$ cat src/rtl/instruction_fetcher.sv
// rtl/instruction_fetcher.sv - RV32I fetch stage with in-order instruction queue
//
// Issues one 32-bit fetch at a time to the memory controller, buffers returned
// words with their PCs in a 2**IQ_WIDTH entry queue and presents the queue head
// to the decoder under a valid/ready handshake. A ROB clear empties the queue,
// redirects the PC and causes any in-flight response to be dropped.
//
// Optional feature macro: JAL_PREDECODE_EN
//   defined   - a fetched JAL redirects the next fetch to its target
//   undefined - next fetch is always the fetched address + 4
//
// Ports:
//   clk_in, rst_in          clock, asynchronous active-low reset
//   rdy_in                  global enable, 0 freezes all state
//   clear, clear_pc         flush request and redirect target
//   mem_req, mem_addr       registered fetch request to memory
//   mem_valid, mem_data     one-cycle response pulse and instruction word
//   to_dec_valid/pc/inst    queue head presented to the decoder
//   dec_ready               decoder accepts the head this cycle

module instruction_fetcher #(
    parameter int          IQ_WIDTH = 2,
    parameter logic [31:0] RESET_PC = 32'h0
) (
    input  logic        clk_in,
    input  logic        rst_in,
    input  logic        rdy_in,
    input  logic        clear,
    input  logic [31:0] clear_pc,
    output logic        mem_req,
    output logic [31:0] mem_addr,
    input  logic        mem_valid,
    input  logic [31:0] mem_data,
    output logic        to_dec_valid,
    output logic [31:0] to_dec_pc,
    output logic [31:0] to_dec_inst,
    input  logic        dec_ready
);

    localparam int                IQ_DEPTH = 2 ** IQ_WIDTH;
    localparam logic [IQ_WIDTH:0] CNT_FULL = (IQ_WIDTH + 1)'(IQ_DEPTH);
    localparam logic [IQ_WIDTH:0] CNT_ONE  = (IQ_WIDTH + 1)'(1);
    localparam logic [IQ_WIDTH-1:0] PTR_ONE = IQ_WIDTH'(1);

    typedef enum logic [1:0] {
        S_IDLE,
        S_WAIT,
        S_DISCARD
    } state_t;

    state_t              state;
    logic [31:0]         pc;
    logic [IQ_WIDTH-1:0] head;
    logic [IQ_WIDTH-1:0] tail;
    logic [IQ_WIDTH:0]   count;
    logic [31:0]         pc_mem   [IQ_DEPTH];
    logic [31:0]         inst_mem [IQ_DEPTH];

    logic        push;
    logic        pop;
    logic [31:0] next_pc;

    // A clear on the same edge cancels both queue operations.
    assign push = rdy_in && (state == S_WAIT) && mem_valid && !clear;
    assign pop  = rdy_in && to_dec_valid && dec_ready && !clear;

    assign to_dec_valid = (count != '0);
    assign to_dec_pc    = pc_mem[head];
    assign to_dec_inst  = inst_mem[head];

    always_comb begin
        next_pc = mem_addr + 32'd4;
`ifdef JAL_PREDECODE_EN
        // JAL target: mem_addr + sign-extended J-immediate.
        if (mem_data[6:0] == 7'b1101111) begin
            next_pc = mem_addr + {{11{mem_data[31]}}, mem_data[31], mem_data[19:12],
                                  mem_data[20], mem_data[30:21], 1'b0};
        end
`endif
    end

    // Queue storage needs no reset: entries are only read when count says so.
    always_ff @(posedge clk_in) begin
        if (push) begin
            pc_mem[tail]   <= mem_addr;
            inst_mem[tail] <= mem_data;
        end
    end

    always_ff @(posedge clk_in or negedge rst_in) begin
        if (!rst_in) begin
            state    <= S_IDLE;
            pc       <= RESET_PC;
            head     <= '0;
            tail     <= '0;
            count    <= '0;
            mem_req  <= 1'b0;
            mem_addr <= 32'h0;
        end else if (rdy_in) begin
            // Queue bookkeeping.
            if (clear) begin
                head  <= '0;
                tail  <= '0;
                count <= '0;
            end else begin
                if (push) tail <= tail + PTR_ONE;
                if (pop)  head <= head + PTR_ONE;
                if (push && !pop)      count <= count + CNT_ONE;
                else if (pop && !push) count <= count - CNT_ONE;
            end

            // PC: a redirect always wins over the sequential/predicted next PC.
            if (clear)     pc <= clear_pc;
            else if (push) pc <= next_pc;

            case (state)
                S_IDLE: begin
                    // Issue only with a free slot, so the response always fits.
                    if (!clear && (count != CNT_FULL)) begin
                        state    <= S_WAIT;
                        mem_req  <= 1'b1;
                        mem_addr <= pc;
                    end
                end
                S_WAIT: begin
                    if (mem_valid) begin
                        state   <= S_IDLE;
                        mem_req <= 1'b0;
                    end else if (clear) begin
                        // Request stays outstanding; its response must be dropped.
                        state <= S_DISCARD;
                    end
                end
                S_DISCARD: begin
                    if (mem_valid) begin
                        state   <= S_IDLE;
                        mem_req <= 1'b0;
                    end
                end
                default: begin
                    state   <= S_IDLE;
                    mem_req <= 1'b0;
                end
            endcase
        end
    end

endmodule

$ cat config.mk
export PLATFORM = sky130hd
export DESIGN_NAME = instruction_fetcher
export DESIGN_NICKNAME = d
export VERILOG_FILES = /design/src/rtl/instruction_fetcher.sv
export SDC_FILE = /design/constraint.sdc
export NUM_CORES = 1
export LEC_CHECK = 0
export ABC_AREA = 1
export CAP_MARGIN = 20
export CORE_AREA = 3 3 197 151
export DETAILED_ROUTE_END_ITERATION = 10
export DIE_AREA = 0 0 200 154
export DONT_BUFFER_PORTS = 1
export GPL_ROUTABILITY_DRIVEN = 0
export PLACE_DENSITY = 0.64
export SYNTH_ARGS = -nofsm -noshare
export SYNTH_HDL_FRONTEND = slang
export SYNTH_SLANG_ARGS = --single-unit
$ cat constraint.sdc
create_clock -name clk_in -period 5.9 [get_ports clk_in]
set_input_delay 0.59 -clock clk_in [delete_from_list [all_inputs] [get_ports clk_in]]
set_output_delay 0.59 -clock clk_in [all_outputs]
set_load 0.005 [all_outputs]
==> impl_table.tex, run 1 <==
\begin{tabular}{lr}
\hline
Metric & Value \\
\hline
\multicolumn{2}{l}{\textbf{Status}} \\
\quad Outcome & finished clean \\
\multicolumn{2}{l}{\textbf{Pwr}} \\
\quad Power Dens Cells & 458 mW/mm2 \\
\quad Leakage Power & 5.44 nW \\
\quad Peak supply drop & 0.204 mV \\
\multicolumn{2}{l}{\textbf{Layout}} \\
\quad Number of nets in the finished design & 1267 \\
\quad Share of cells above drive strength 1 & 7.75\% \\
\quad Filler cell count in the final layout & 2394 \\
\quad Top library cells by usage in the layout, fill and taps aside & sky130\_fd\_sc\_hd\_\_edfxtp\_1 (256), sky130\_fd\_sc\_hd\_\_nor2\_1 (225), sky130\_fd\_sc\_hd\_\_nand2\_1 (172), sky130\_fd\_sc\_hd\_\_o21ai\_0 (146), sky130\_fd\_sc\_hd\_\_dfrtp\_1 (72) \\
\quad Number of standard cells in the layout, taps in and fillers out & 1599 \\
\quad Layout overhead on the synthesized area & 10.3\% \\
\quad Area taken by flip-flops and latches & 0.00954 mm2 \\
\quad Leading cell type in the layout, fill and taps excluded & sky130\_fd\_sc\_hd\_\_edfxtp\_1 \\
\quad Combined area of the multi-input logic cells & 0.00365 mm2 \\
\multicolumn{2}{l}{\textbf{Clock tree}} \\
\quad TritonCTS clock tree & yes \\
\quad Number of levels the H-tree was split into & 2 \\
\quad Worst-case clock buffer depth & 3 \\
\quad Number of buffers created by CTS & 34 \\
\quad Post-CTS clock slew at the launch and capture registers of the worst setup and hold paths & 0.06 ns \\
\quad Source-to-sink clock delay at the later pin of the worst-skew pair & 0.51 ns \\
\quad Clock root cell & sky130\_fd\_sc\_hd\_\_clkbuf\_16 \\
\quad Clock sinks & 330 \\
\multicolumn{2}{l}{\textbf{Floorplanning}} \\
\quad Placeable Area & 0.0279 mm2 \\
\quad I/O pin total & 168 \\
\quad Effective utilization at floorplan & 48.9\% \\
\quad Height of the chip & 154 um \\
\quad Overall die width & 200 um \\
\quad Cell Rows & 53 \\
\quad Die ar. & 0.0308 mm2 \\
\multicolumn{2}{l}{\textbf{STA}} \\
\quad Setup repair after global routing missed its margin & no \\
\quad Count of pins over their slew limit & 0 \\
\quad FMAX & 0.281 GHz \\
\quad Count of final hold-check violations & 0 \\
\quad Transition time at the pin with the least slew margin & 1.05 ns \\
\quad Post-layout min period & 3.55 ns \\
\quad Worst relative slew slack & 29.9\% \\
\quad Post-route setup TNS & 0 ns \\
\quad Tcrit/Tclk final & 60.2\% \\
\quad Number of setup violations in the final report & 0 \\
\quad Worst Skew & 0.0137 ns \\
\multicolumn{2}{l}{\textbf{Yosys}} \\
\quad Post-synth net total & 1280 \\
\quad Syn Inst Count & 1201 \\
\quad Fraction of the yosys area taken by sequential cells & 69.9\% \\
\quad Total of warnings raised by yosys & 0 \\
\quad Post-synthesis cell type count & 37 \\
\quad Flops \& latches, synth & 330 \\
\quad Average cell area after synthesis & 11.4 um2 \\
\quad Post-synthesis cell area & 0.0137 mm2 \\
\multicolumn{2}{l}{\textbf{Setup path}} \\
\quad Startpoint type of the worst setup path & register \\
\quad CP max stage cell & sky130\_fd\_sc\_hd\_\_dfrtp\_4 \\
\quad Delay contributed by the slowest stage of the critical path & 0.70 ns \\
\quad WP data required & 5.31 ns \\
\quad CP Data Arrival Time & 2.96 ns \\
\quad Worst-path cell chain & inv\_4 -> buf\_4 -> o21ai\_0 -> o22ai\_1 \\
\quad CP top delay family & buffers and inverters \\
\quad Crit path buffers/inverters & 2 \\
\quad Worst Setup Path Type & register to output port \\
\quad Setup crit end kind & output port \\
\quad Top fanout value on the critical path & 80 \\
\multicolumn{2}{l}{\textbf{Detailed routing}} \\
\quad First-pass iteration count of the detailed router & 5 \\
\quad DRT iter0 DRCs & 779 \\
\quad Vias after detailed routing & 8808 \\
\quad Mean routed wirelength per cell & 19.9 um \\
\quad Vias per cell & 5.51 \\
\quad Routed WL & 31.8 mm \\
\quad Number of DRC violations after detailed routing & 0 \\
\quad Remaining antenna violation count & 0 \\
\multicolumn{2}{l}{\textbf{GRT}} \\
\quad Pin count of the biggest net entering global routing & 84 \\
\quad Number of antenna violations at the first check in global routing & 0 \\
\quad Remaining global-route overflow & 0 \\
\quad Overall track demand over capacity in global routing & 20.4\% \\
\quad Wire length of the first global-routing pass & 49.1 mm \\
\quad Number of global-route vias before repair & 8332 \\
\multicolumn{2}{l}{\textbf{Run}} \\
\quad Max-cap violation count & 0 \\
\multicolumn{2}{l}{\textbf{Min path}} \\
\quad Worst hold-check path type & input port to register \\
\multicolumn{2}{l}{\textbf{Place}} \\
\quad I/O Buffers & 0 \\
\quad Post-detailed-placement half-perimeter wirelength & 19.5 mm \\
\quad Placed cell count & 1535 \\
\hline
\end{tabular}
## layer usage
| metal | track usage [%] | wire length (um) | up-vias |
|---|---|---|---|
| li1 | - | - | 4189 |
| met1 | 31.6 | 15000 | 4293 |
| met2 | 29.2 | 13500 | 283 |
| met3 | 5.61 | 2820 | 43 |
| met4 | 4.15 | 467 | 0 |
| met5 | 0 | 0 | - |
## logic make-up after synthesis
logic type / synth area share (%)
flops: 69.9
buf+inv: 3.63
simple gates: 13.7
fa+ha+maj: 0.880
xor+xnor: 0.321
compound gates: 11.0
mux: 0.660
## cells in the mapped netlist
cell type                  number  area share [%]
sky130_fd_sc_hd__xnor2_1        3            0.19
sky130_fd_sc_hd__xor2_1         2            0.13
sky130_fd_sc_hd__nor2_2         5            0.23
sky130_fd_sc_hd__a21oi_1       15            0.55
sky130_fd_sc_hd__nand2_1      172             4.7
sky130_fd_sc_hd__mux2_4         6            0.66
sky130_fd_sc_hd__edfxtp_1     256              56
sky130_fd_sc_hd__or2_0          1           0.046
sky130_fd_sc_hd__nor2_8         1            0.15
sky130_fd_sc_hd__nand4_1        4            0.18
sky130_fd_sc_hd__a21oi_2       10            0.64
sky130_fd_sc_hd__inv_1         54             1.5
sky130_fd_sc_hd__nand2_4        1           0.082
sky130_fd_sc_hd__nor2_4         2            0.16
sky130_fd_sc_hd__o41ai_1        1           0.064
sky130_fd_sc_hd__nand3b_1       1           0.055
sky130_fd_sc_hd__o21ai_1       22            0.81
sky130_fd_sc_hd__buf_1          3           0.082
sky130_fd_sc_hd__o21ai_0      146             5.4
sky130_fd_sc_hd__nor2_1       229             6.3
sky130_fd_sc_hd__a31oi_1        3            0.14
sky130_fd_sc_hd__o21bai_1       2            0.11
sky130_fd_sc_hd__nand2_2        2           0.092
sky130_fd_sc_hd__o21a_1         1           0.055
sky130_fd_sc_hd__nand3_2        2            0.15
sky130_fd_sc_hd__o211ai_1       2            0.11
sky130_fd_sc_hd__clkbuf_1      31            0.85
sky130_fd_sc_hd__nor3_1         3            0.11
sky130_fd_sc_hd__ha_1           8            0.73
sky130_fd_sc_hd__nand3_1       38             1.4
sky130_fd_sc_hd__buf_6          2            0.16
sky130_fd_sc_hd__o22ai_1       67             3.1
sky130_fd_sc_hd__fa_1           1            0.15
sky130_fd_sc_hd__a22oi_1        1           0.055
sky130_fd_sc_hd__inv_2          6            0.16
sky130_fd_sc_hd__buf_2         24            0.88
sky130_fd_sc_hd__dfrtp_1       74              14
## registers in the layout, summed over array words and instances (netlist names)
register,cells
mem_addr,32
pc_mem,128
state,2
count,3
head,2
pc,32
mem_req,1
tail,2
inst_mem,128
## report_power, final
group | total [W] | switching [W] | internal (W)
registers | 0.00339 | 0.000498 | 0.00289
logic | 0.00149 | 0.00101 | 0.000473
clock network | 0.00203 | 0.000845 | 0.00118
## per-stage QoR
stage / utilization, % / hold WS [ns] / cell area (um2) / setup slack [ns] / total power [W]
global placement: 50.0 / 0.298 / 14000 / 2.94 / 0.00489
detailed placement: 50.0 / 0.297 / 14000 / 2.89 / 0.00493
finish: 54.0 / 0.171 / 15100 / 2.35 / 0.00690
floorplan: - / 0.294 / 13700 / 1.77 / 0.00437
CTS: 53.9 / 0.151 / 15100 / 2.36 / 0.00697
global route: 53.9 / 0.146 / 15100 / 2.15 / 0.00732
## worst paths after layout
path                               from         endpoint  slack, ns  cells past startpoint
min                        mem_data[12]  inst_mem[3][12]       0.17                      0
max                             head[0]   to_dec_inst[8]       2.35                      4
max reg2reg                    state[1]   inst_mem[1][2]       3.00                      7
min reg2reg                    count[0]         count[0]       0.48                      1
max in group asynchronous        rst_in          head[0]       4.91                      2
min in group asynchronous        rst_in     mem_addr[21]       0.62                      2
## cell type report
| type | count | area share, % |
|---|---|---|
| clock inverter | 17 | 0.972 |
| tap | 385 | 3.20 |
| inverter | 60 | 1.51 |
| sequential | 330 | 63.4 |
| antenna | 1 | 0.0166 |
| timing repair buffer | 11 | 0.698 |
| multi-input combinational | 751 | 24.2 |
| clock buffer | 44 | 6.04 |
## worst reg2reg max path: cells and delay by family, from the launching register on
kind | cells | cell delay (ns)
AND/OR/NAND/NOR | 3 | 1.01
buffers and inverters | 3 | 0.92
flip-flops | 1 | 0.40
adder cells (fa/ha/maj) | 1 | 0.20
## timing repair
item / CTS / global route
resized for setup: 0 / 0
endpoints found under the hold margin: 74 / 0
setup buffers: 0 / 0
hold buffers: 2 / 0
Power figures use the tool's default switching activity.
==> inputs of run 2 (changes only) <==
==> constraint.sdc (replaced) <==
create_clock -name clk_in -period 3.3 [get_ports clk_in]
set_input_delay 0.33 -clock clk_in [delete_from_list [all_inputs] [get_ports clk_in]]
set_output_delay 0.33 -clock clk_in [all_outputs]
set_load 0.005 [all_outputs]
==> run 2 against run 1 <==
  * Global-route usage increased by 0.64 points
  * Sequential share of layout area is 1.8 points lower
  * Clock skew shrank 0.0016 ns
  * Critical path depth did not move
  * First-iteration DRC count decreased by 20%
  * Clock power up 64%
  * Cell area is 2.9% higher
  * Worst setup slack worse by 1.8 ns
  * Flip-flop and latch count unchanged
  * Largest power group unchanged
==> impl_table.tex, run 2 (synthesis gave the netlist of run 1 again) <==
\begin{tabular}{lr}
\hline
Metric & Value \\
\hline
\multicolumn{2}{l}{\textbf{Status}} \\
\quad Outcome & finished clean \\
\multicolumn{2}{l}{\textbf{STA}} \\
\quad Post-route setup TNS & 0 ns (unchanged) \\
\quad Hold Worst Slack & 0.0314 ns (-0.140 ns) \\
\quad FMAX & 0.357 GHz \\
\quad Count of final hold-check violations & 0 (unchanged) \\
\quad Transition time at the pin with the least slew margin & 0.818 ns (-0.231 ns) \\
\quad Tcrit/Tclk final & 84.9\% \\
\quad Number of setup violations in the final report & 0 (unchanged) \\
\quad Worst relative slew slack & 45.4\% (+16 points) \\
\quad Post-layout min period & 2.80 ns \\
\quad Count of pins over their slew limit & 0 (unchanged) \\
\quad Setup repair after global routing missed its margin & no \\
\quad Worst Skew & 0.0121 ns (-0.00164 ns) \\
\multicolumn{2}{l}{\textbf{Setup path}} \\
\quad Startpoint type of the worst setup path & register \\
\quad Setup crit end kind & output port \\
\quad Worst-path cell chain & inv\_4 -> buf\_4 -> o21ai\_0 -> o22ai\_1 \\
\quad Delay contributed by the slowest stage of the critical path & 0.61 ns (-0.09 ns) \\
\quad CP max stage cell & sky130\_fd\_sc\_hd\_\_inv\_4 \\
\quad Worst Setup Path Type & register to output port \\
\quad WP data required & 2.97 ns (-2.34 ns) \\
\quad Crit path buffers/inverters & 2 (unchanged) \\
\quad Top fanout value on the critical path & 82 (+2.5\%) \\
\quad CP top delay family & buffers and inverters \\
\quad R2r setup slk & 0.94 ns (-2.06 ns) \\
\quad CP Data Arrival Time & 2.47 ns (-0.49 ns) \\
\multicolumn{2}{l}{\textbf{Layout}} \\
\quad Share of cells above drive strength 1 & 8.16\% (+0.41 points) \\
\quad Post-Route Utilization & 55.5\% (+1.6 points) \\
\quad Layout overhead on the synthesized area & 13.5\% \\
\quad Number of standard cells in the layout, taps in and fillers out & 1648 (+3.1\%) \\
\quad Number of nets in the finished design & 1318 (+4.0\%) \\
\quad Largest registers & inst\_mem: 128 flops, pc\_mem: 128 flops \\
\quad Leading cell type in the layout, fill and taps excluded & sky130\_fd\_sc\_hd\_\_edfxtp\_1 \\
\quad Top library cells by usage in the layout, fill and taps aside & sky130\_fd\_sc\_hd\_\_edfxtp\_1 (256), sky130\_fd\_sc\_hd\_\_nor2\_1 (225), sky130\_fd\_sc\_hd\_\_nand2\_1 (172), sky130\_fd\_sc\_hd\_\_o21ai\_0 (146), sky130\_fd\_sc\_hd\_\_dfrtp\_1 (72) \\
\multicolumn{2}{l}{\textbf{Place}} \\
\quad Placed cell count & 1545 (+0.65\%) \\
\quad Post-detailed-placement half-perimeter wirelength & 20.5 mm (+5.2\%) \\
\quad I/O Buffers & 0 (unchanged) \\
\multicolumn{2}{l}{\textbf{Floorplanning}} \\
\quad Die ar. & 0.0308 mm2 (unchanged) \\
\quad Placeable Area & 0.0279 mm2 (unchanged) \\
\quad Height of the chip & 154 um (unchanged) \\
\quad Overall die width & 200 um (unchanged) \\
\quad Cell Rows & 53 (unchanged) \\
\quad I/O pin total & 168 (unchanged) \\
\quad Effective utilization at floorplan & 48.9\% (unchanged) \\
\multicolumn{2}{l}{\textbf{Clock tree}} \\
\quad Number of levels the H-tree was split into & 1 (-1) \\
\quad Worst-case clock buffer depth & 3 (unchanged) \\
\quad Quantity of gates resized following cts & 0 (unchanged) \\
\quad Source-to-sink clock delay at the later pin of the worst-skew pair & 0.55 ns (+0.04 ns) \\
\quad Post-CTS clock slew at the launch and capture registers of the worst setup and hold paths & 0.06 ns (about the same) \\
\quad Clock root cell & sky130\_fd\_sc\_hd\_\_clkbuf\_16 \\
\quad Clock sinks & 330 (unchanged) \\
\quad Number of buffers created by CTS & 31 (-8.8\%) \\
\quad TritonCTS clock tree & yes \\
\multicolumn{2}{l}{\textbf{GRT}} \\
\quad Wire length of the first global-routing pass & 50.6 mm (+3.1\%) \\
\quad Pin count of the biggest net entering global routing & 83 (-1.2\%) \\
\quad Overall track demand over capacity in global routing & 21.1\% (+0.64 points) \\
\quad Number of antenna violations at the first check in global routing & 0 (unchanged) \\
\quad Number of global-route vias before repair & 8622 (+3.5\%) \\
\quad Remaining global-route overflow & 0 (unchanged) \\
\multicolumn{2}{l}{\textbf{Min path}} \\
\quad Worst hold-check path type & input port to register \\
\multicolumn{2}{l}{\textbf{Detailed routing}} \\
\quad Mean routed wirelength per cell & 20.0 um (+0.37\%) \\
\quad Routed WL & 32.9 mm (+3.5\%) \\
\quad Number of DRC violations after detailed routing & 0 (unchanged) \\
\quad DRT iter0 DRCs & 622 (-20\%) \\
\quad First-pass iteration count of the detailed router & 5 (unchanged) \\
\quad Vias per cell & 5.44 (-1.2\%) \\
\quad Remaining antenna violation count & 0 (unchanged) \\
\quad Vias after detailed routing & 8969 (+1.8\%) \\
\multicolumn{2}{l}{\textbf{Pwr}} \\
\quad Combinational Power Share & 23.2\% (+1.7 points) \\
\quad Peak supply drop & 0.441 mV (+120\%) \\
\quad Net switching power & 0.00421 W (+79\%) \\
\quad Internal power contribution & 0.00794 W (+75\%) \\
\quad Fraction of power consumed by sequential logic & 49.5\% (+0.4 points) \\
\quad Power Dens Cells & 784 mW/mm2 (+71\%) \\
\quad Leakage Power & 5.63 nW (+3.6\%) \\
\quad Clock group share of total power & 27.3\% (-2.0 points) \\
\quad Switching part of the total & 34.7\% (+0.54 points) \\
\multicolumn{2}{l}{\textbf{Run}} \\
\quad Max-cap violation count & 0 (unchanged) \\
\hline
\end{tabular}
==> run 2: cell count changes in the layout (fill, tap and decap cells not counted), sizes merged <==
cell | before | now
bufinv | 2 | 1
buf | 10 | 20
dlygate4sd3 | 1 | 45
clkinv | 15 | 14
inv | 60 | 61
clkbuf | 44 | 40
==> run 2: layer usage <==
metal / GRT usage (%) / vias to the layer above / part of all wire [%] / routed length (um)
met5: 0 / - / 0 / 0
met1: 32.4 / 4377 / 48 / 15700
met2: 31.7 / 271 / 44 / 14400
met4: 3.55 / 0 / 1.4 / 463
met3: 4.27 / 38 / 7.1 / 2350
li1: - / 4283 / - / -
==> run 2: worst min-delay path, delay by kind of cell <==
kind / cells / cell delay (ns)
AO/OA/AOI/OAI: 1 / 0.07
AND/OR/NAND/NOR: 2 / 0.14
==> run 2: worst paths after layout <==
path / start / end / cells after the start
max: head[0] / to_dec_pc[25] / 4
min: clear / count[1] / 3
max reg2reg: state[1] / inst_mem[3][16] / 7
min reg2reg: count[0] / count[0] / 1
max in group asynchronous: rst_in / head[0] / 2
min in group asynchronous: rst_in / pc[27] / 2
==> run 2: repair_timing <==
action / in CTS / in global routing
buffers inserted: 0 / 0
endpoints found under the hold margin: 219 / 0
hold buffers: 46 / 0
==> run 2: final cells by class <==
type,count,area (um2)
tap,385,482
multi-input combinational,751,3650
clock buffer,40,840
inverter,60,228
timing repair buffer,65,658
sequential,330,9540
clock inverter,16,98.8
antenna,1,2.50
fill,2376,12400
==> run 2: through the flow <==
step                      power [W]  area, um2  setup slack [ns]
after floorplan             0.00781      13700            -0.834
after global placement      0.00877      14100              1.03
after detailed placement    0.00886      14100             0.977
after CTS                    0.0122      15500             0.450
after global routing         0.0129      15500             0.355
final                        0.0122      15500             0.498
==> run 2: power by group through the flow <==
| stage | combinational, W | clock (W) | sequential [W] |
|---|---|---|---|
| floorplan | 0.00212 | 0 | 0.00569 |
| finish | 0.00282 | 0.00332 | 0.00602 |
| global route | 0.00319 | 0.00356 | 0.00612 |
| CTS | 0.00284 | 0.00338 | 0.00602 |
| global placement | 0.00268 | 0 | 0.00609 |
| detailed placement | 0.00275 | 0 | 0.00611 |
